## config.mk

```make
export PLATFORM = sky130hd
export DESIGN_NAME = neuron_mac_acc
export DESIGN_NICKNAME = d
export VERILOG_FILES = /design/src/rtl/nn_fixed_pkg.sv /design/src/rtl/nn_sat_shift.sv /design/src/rtl/neuron_mac_acc.sv
export SDC_FILE = /design/constraint.sdc
export NUM_CORES = 2
export LEC_CHECK = 0
export CORE_UTILIZATION = 35
export CTS_CLUSTER_DIAMETER = 80
export DETAILED_ROUTE_END_ITERATION = 8
export GPL_TIMING_DRIVEN = 0
export SKIP_CTS_REPAIR_TIMING = 1
export SLEW_MARGIN = 20
export SYNTH_ARGS = -nofsm -noshare
export SYNTH_HDL_FRONTEND = slang
export SYNTH_SLANG_ARGS = --single-unit
```

## constraint.sdc

```tcl
create_clock -name clk -period 8.9 [get_ports clk]
set_clock_uncertainty 0.1 [all_clocks]
set_input_delay 2.67 -clock clk [delete_from_list [all_inputs] [get_ports clk]]
set_output_delay 2.67 -clock clk [all_outputs]
set_load 0.02 [all_outputs]
```

## src/rtl/nn_fixed_pkg.sv

```systemverilog
// Shared fixed-point definitions for the neuron datapath (MAC stage and sigmoid stage).
// Signed Q(32-F).F activation format, saturation limits and the MAC FSM state encoding.
package nn_fixed_pkg;

  localparam int unsigned Q_W           = 32;
  localparam int unsigned FRAC_BITS_DEF = 16;
  localparam int unsigned PROD_W        = 2 * Q_W;

  typedef logic signed [Q_W-1:0] q_t;

  localparam q_t Q_MAX = 32'sh7FFF_FFFF;
  localparam q_t Q_MIN = 32'sh8000_0000;

  // Activation-format constants at the default fraction width, shared with the sigmoid stage
  localparam q_t Q_ONE       = 32'sh0001_0000;
  localparam q_t Q_HALF      = 32'sh0000_8000;
  localparam q_t Q_SIG_CLAMP = 32'sh0008_0000;

  typedef struct packed {
    q_t x;
    q_t w;
  } mac_pair_t;

  typedef enum logic [2:0] {
    ST_IDLE,
    ST_ACC,
    ST_DRAIN,
    ST_SCALE,
    ST_OUT
  } mac_state_e;

  // Accumulator width with enough headroom that bias + N full-scale products cannot overflow
  function automatic int unsigned acc_width(input int unsigned n_inputs);
    return PROD_W + $clog2(n_inputs + 1);
  endfunction

endpackage

```

## src/rtl/nn_sat_shift.sv

```systemverilog
// Combinational rescale of a wide Q.2F accumulator to 32-bit Q.F with saturation.
// Optional round-half-up before the shift when ROUND_EN is set; otherwise floor.
module nn_sat_shift
  import nn_fixed_pkg::*;
#(
  parameter int unsigned IN_W      = 68,
  parameter int unsigned FRAC_BITS = FRAC_BITS_DEF,
  parameter bit          ROUND_EN  = 1'b0
) (
  input  logic signed [IN_W-1:0] acc,
  output q_t                     res_c,
  output logic                   sat_c
);

  localparam int unsigned EXT_W = IN_W + 1;

  localparam logic signed [EXT_W-1:0] RND_ADD =
    ROUND_EN ? (EXT_W'(1) << (FRAC_BITS - 1)) : '0;
  localparam logic signed [EXT_W-1:0] LIM_HI = EXT_W'(Q_MAX);
  localparam logic signed [EXT_W-1:0] LIM_LO = EXT_W'(Q_MIN);

  logic signed [EXT_W-1:0] ext;
  logic signed [EXT_W-1:0] shr;

  // One extra bit keeps the rounding add from wrapping at the accumulator extremes
  always_comb begin
    ext   = EXT_W'(acc) + RND_ADD;
    shr   = ext >>> FRAC_BITS;
    res_c = shr[Q_W-1:0];
    sat_c = 1'b0;
    if (shr > LIM_HI) begin
      res_c = Q_MAX;
      sat_c = 1'b1;
    end else if (shr < LIM_LO) begin
      res_c = Q_MIN;
      sat_c = 1'b1;
    end
  end

endmodule

```

## src/rtl/neuron_mac_acc.sv

```systemverilog
// Neuron MAC: bias + sum(x*w) over a valid/ready stream, rescaled to saturated Q.F.
// Build option: NEURON_MAC_ROUND_NEAREST_EN selects round-half-up instead of floor.
module neuron_mac_acc
  import nn_fixed_pkg::*;
#(
  parameter int unsigned N_INPUTS  = 8,
  parameter int unsigned FRAC_BITS = FRAC_BITS_DEF
) (
  input  logic        clk,
  input  logic        rstn,
  input  logic        start,
  input  logic        clear,
  input  logic [31:0] bias,
  input  logic        in_valid,
  output logic        in_ready,
  input  logic [31:0] x_in,
  input  logic [31:0] w_in,
  output logic        out_valid,
  input  logic        out_ready,
  output logic [31:0] acc_out,
  output logic        sat,
  output logic        busy
);

  localparam int unsigned ACC_W = acc_width(N_INPUTS);
  localparam int unsigned CNT_W = (N_INPUTS > 1) ? $clog2(N_INPUTS) : 1;

`ifdef NEURON_MAC_ROUND_NEAREST_EN
  localparam bit ROUND_EN = 1'b1;
`else
  localparam bit ROUND_EN = 1'b0;
`endif

  mac_state_e state, state_nxt;

  logic signed [ACC_W-1:0]  acc;
  logic signed [ACC_W-1:0]  bias_al_c;
  logic signed [PROD_W-1:0] prod_r;
  logic signed [PROD_W-1:0] prod_c;
  logic                     prod_v;
  logic [CNT_W-1:0]         cnt;
  mac_pair_t                pair_c;
  logic                     hs_c;
  logic                     last_c;
  logic                     load_c;
  q_t                       res_c;
  logic                     sat_c;

  assign pair_c    = {x_in, w_in};
  assign prod_c    = PROD_W'(pair_c.x) * PROD_W'(pair_c.w);
  assign bias_al_c = ACC_W'(q_t'(bias)) <<< FRAC_BITS;
  assign hs_c      = in_valid & in_ready & ~clear;
  assign last_c    = (cnt == CNT_W'(N_INPUTS - 1));
  assign load_c    = (state == ST_IDLE) & start & ~clear;

  always_ff @(posedge clk or negedge rstn) begin
    if (!rstn) state <= ST_IDLE;
    else       state <= state_nxt;
  end

  // clear wins over every other input in the same cycle
  always_comb begin
    state_nxt = state;
    if (clear) begin
      state_nxt = ST_IDLE;
    end else begin
      unique case (state)
        ST_IDLE:  if (start) state_nxt = ST_ACC;
        ST_ACC:   if (hs_c && last_c) state_nxt = ST_DRAIN;
        ST_DRAIN: state_nxt = ST_SCALE;
        ST_SCALE: state_nxt = ST_OUT;
        ST_OUT:   if (out_ready) state_nxt = ST_IDLE;
        default:  state_nxt = ST_IDLE;
      endcase
    end
  end

  // Status flags registered from the next state so they line up with the state register
  always_ff @(posedge clk or negedge rstn) begin
    if (!rstn) begin
      in_ready  <= 1'b0;
      out_valid <= 1'b0;
      busy      <= 1'b0;
    end else begin
      in_ready  <= (state_nxt == ST_ACC);
      out_valid <= (state_nxt == ST_OUT);
      busy      <= (state_nxt != ST_IDLE);
    end
  end

  // Product is registered; the accumulate trails the handshake by one cycle
  always_ff @(posedge clk or negedge rstn) begin
    if (!rstn) begin
      prod_r <= '0;
      prod_v <= 1'b0;
      cnt    <= '0;
      acc    <= '0;
    end else begin
      prod_v <= hs_c;
      if (hs_c) begin
        prod_r <= prod_c;
        cnt    <= cnt + CNT_W'(1);
      end
      if (load_c) begin
        acc <= bias_al_c;
        cnt <= '0;
      end else if (prod_v) begin
        acc <= acc + ACC_W'(prod_r);
      end
    end
  end

  always_ff @(posedge clk or negedge rstn) begin
    if (!rstn) begin
      acc_out <= '0;
      sat     <= 1'b0;
    end else if (clear) begin
      acc_out <= '0;
      sat     <= 1'b0;
    end else if (state == ST_SCALE) begin
      acc_out <= res_c;
      sat     <= sat_c;
    end
  end

  nn_sat_shift #(
    .IN_W      (ACC_W),
    .FRAC_BITS (FRAC_BITS),
    .ROUND_EN  (ROUND_EN)
  ) u_sat_shift (
    .acc   (acc),
    .res_c (res_c),
    .sat_c (sat_c)
  );

endmodule
```

==> flow_summary.toml <==
[detailed_routing]
drt_iter0_drc = 3318
ant_nets = 0
dr.pass1.iters = 8
vias = 38040
detail_route.vias_per_cell = 5.241
totalWireLength_um = 182900
drc = 69
wl_per_cell_um = 25.20

[synth]
yosys-top-cells-area = "fa_1 (46%), dfrtp_1 (9.3%), inv_1 (8.0%), and2_1 (6.9%), ha_1 (6.7%)"
synth_flop_cell = "dfrtp_1"
synth-simple-area-share = 0.1600
synth_top_area_cell = "fa_1"
synth_compound_area_frac = 0.08342
synth.area.mux_share = 0.01129
syn-cell-area_mm2 = 0.04723
synth_edf_count = 0
synthArstFlopShare = 1.000
yosysWarnings = 0
seq_area_frac_synth = 0.09272
ys_ff_latch = 175
synth_top_family_by_area = "adder cells"
syn_avg_cell_area_um2 = 9.171
syn_inst = 5150
synth-xor-area-share = 0.02355
synth_fa_ha_area_frac = 0.5261
syn_nets = 6588
synth_top_area_share = 0.4591
synth.distinct_cells = 78

[placement]
io_buffers = 137
place_hpwl_um = 146600
dp.cells = 7057
dpl_cell_area_mm2 = 0.05134
gp_congestion = 1.016

[sta]
finalHoldViolations = 0
setup_viol = 33
setup_slack_ns = -1.139
min_period_over_period = 1.128
tightest_slew_ns = 1.049
drv_slew = 0
fmax_ghz = 0.09961
rsz0062_at_grt = "true"
maxSlewHeadroom = 0.3005
fin_crit_ns = 10.04

[layout]
mostFrequentLayoutCell = "fa_1"
design_area_mm2 = 0.05605
fin_nets = 6904
utilization = 0.4194
layout_common_cells = "fa_1 (1,008), inv_1 (979), nand2_1 (695)"
fin_cells = 7259
drive_gt1_frac = 0.1331
fillers = 13150
area_delta_synth_final_pct = 18.67

[die]
start_util = 0.3534
io_pins = 138
die_x_um = 369.3
dieArea_mm2 = 0.1364
die_h_um = 369.3
num_rows = 134
coreArea_mm2 = 0.1336

[worst_setup_path]
crit_path_start = "w_in[31]"
worstSetupEndpointType = "flop"
required_ns = 9.12
path_class = "in2reg"
critPathArrivalTime_ns = 10.26
r2r-start = "prod_r[12]"
start_kind = "input pin"
crit_fanout = 10

[status]
violations = "design-rule violations, negative setup slack"
status = "complete, but fails checks"

[global_route]
antenna_found_initial = 25
grt_first_pass_wirelength_um = 261100
grt_max_degree = 76
grt_pass1_vias = 38660
gr-usage-all-layers = 0.2646
overflow = 0

[clocking]
cts.sinks = 175
cts_tree = "built"
cts_buffers = 17
clockBufferDepth = 2
ctsRootBufferMaster = "clkbuf_16"
clkLatencyLatePin_ns = 0.46
htreeDepth = 4
path_clk_slew_ns = 0.07

[min_path]
hold_path.class = "reg2reg"
holdCritStartpoint = "acc_out[29]"

[run]
maxCapViolations = 0
==> synthesized netlist by cell type, types with 3 or more instances <==
cell type / n
a41o_1: 4
and3_1: 14
or3_1: 14
o31ai_1: 15
inv_1: 1003
nand4_1: 39
or2_2: 5
and2_1: 518
nor3b_1: 8
o211ai_1: 11
o21ai_0: 189
a31oi_1: 18
xor2_1: 45
a21boi_0: 3
nor2_1: 112
o2111ai_1: 4
and4_1: 5
a21oi_1: 189
a41oi_1: 5
a221o_1: 3
dfrtp_1: 175
o21ai_1: 10
a211oi_1: 9
nand2b_1: 26
nand3b_1: 5
nor3_1: 20
nand3_1: 35
o221ai_1: 4
buf_1: 10
a221oi_1: 4
mux2i_1: 51
o21bai_1: 21
fa_1: 1083
o41ai_2: 3
nor2b_1: 22
xnor2_1: 82
a21o_1: 79
ha_1: 253
nor4_1: 7
o21a_1: 18
clkbuf_1: 275
nand2_1: 704
==> sequential cells by signal, indices dropped and copies added (netlist names) <==
| register | cells |
|---|---|
| busy | 1 |
| cnt | 3 |
| prod_r | 64 |
| sat | 1 |
| prod_v | 1 |
| in_ready | 1 |
| out_valid | 1 |
| state | 3 |
| acc_out | 32 |
| acc | 68 |
==> through the flow <==
stage	hold slack (ns)	worst slack [ns]	TNS [ns]
6_report	0.3795	-1.139	-18.71
5_1_grt	0.4053	-1.191	-23.66
4_1_cts	0.3864	-2.710	-85.30
3_5_place_dp	0.3724	-3.192	-110.54
3_3_place_gp	0.3627	-3.120	-520.92
2_1_floorplan	0.3428	-0.6929	-9.527
==> layer usage <==
layer,up-vias,share of wire,track usage
li1,16270,-,-
met1,19460,0.40,0.3559
met2,1898,0.44,0.4082
met3,401,0.11,0.06573
met4,20,0.053,0.1037
met5,-,0.00094,0
==> area by class of cell <==
class,count,area (um^2),area share
Multi-Input combinational cell,3683,39140,0.6983
Sequential cell,175,4379,0.07813
Inverter,1004,3792,0.06766
Timing Repair Buffer,312,3003,0.05358
Buffer,273,2898,0.05170
Tap cell,1768,2212,0.03947
Clock buffer,20,446.7,0.007969
Clock inverter,9,138.9,0.002478
Antenna cell,15,37.54,0.0006697
==> critical path: stages <==
cell	delay [ns]
buf_6	0.21
clkinvlp_4	0.23
buf_2	0.30
nor2_2	0.22
fa_1	0.47
fa_1	0.50
fa_1	0.55
fa_1	0.44
fa_1	0.55
fa_1	0.47
fa_2	0.71
fa_1	0.45
ha_1	0.34
a21o_1	0.18
a21o_1	0.17
a21o_1	0.21
a21oi_1	0.17
o21ai_0	0.16
o21ba_4	0.24
a21oi_4	0.19
a31oi_4	0.14
a311oi_2	0.32
xnor2_2	0.22
o21ai_1	0.11
==> kinds of logic (layout without fill, tap and decap cells) <==
family | count (synthesis) | count (layout)
and+or+nand+nor | 1539 | 1539
adders and majority gates | 1336 | 1336
buffers and inverters | 1292 | 1618
AOI/OAI and AO/OA | 628 | 628
DFF | 175 | 175
xor gates and xnor gates | 127 | 127
muxes | 53 | 53
other | 0 | 15
==> final timing paths <==
kind | to | slack, ns | cells after the start
worst max-delay path | prod_r[63] | -1.14 | 24
worst min-delay path | acc_out[29] | 0.38 | 2
worst max register to register | acc[55] | 4.79 | 11
worst min register to register | acc_out[29] | 0.38 | 2
max in group asynchronous | acc[2] | 5.68 | 3
min in group asynchronous | acc[46] | 1.96 | 1
Power is not shown: default switching activity piles up to over one toggle a cycle in this logic, so the estimate is an artifact.
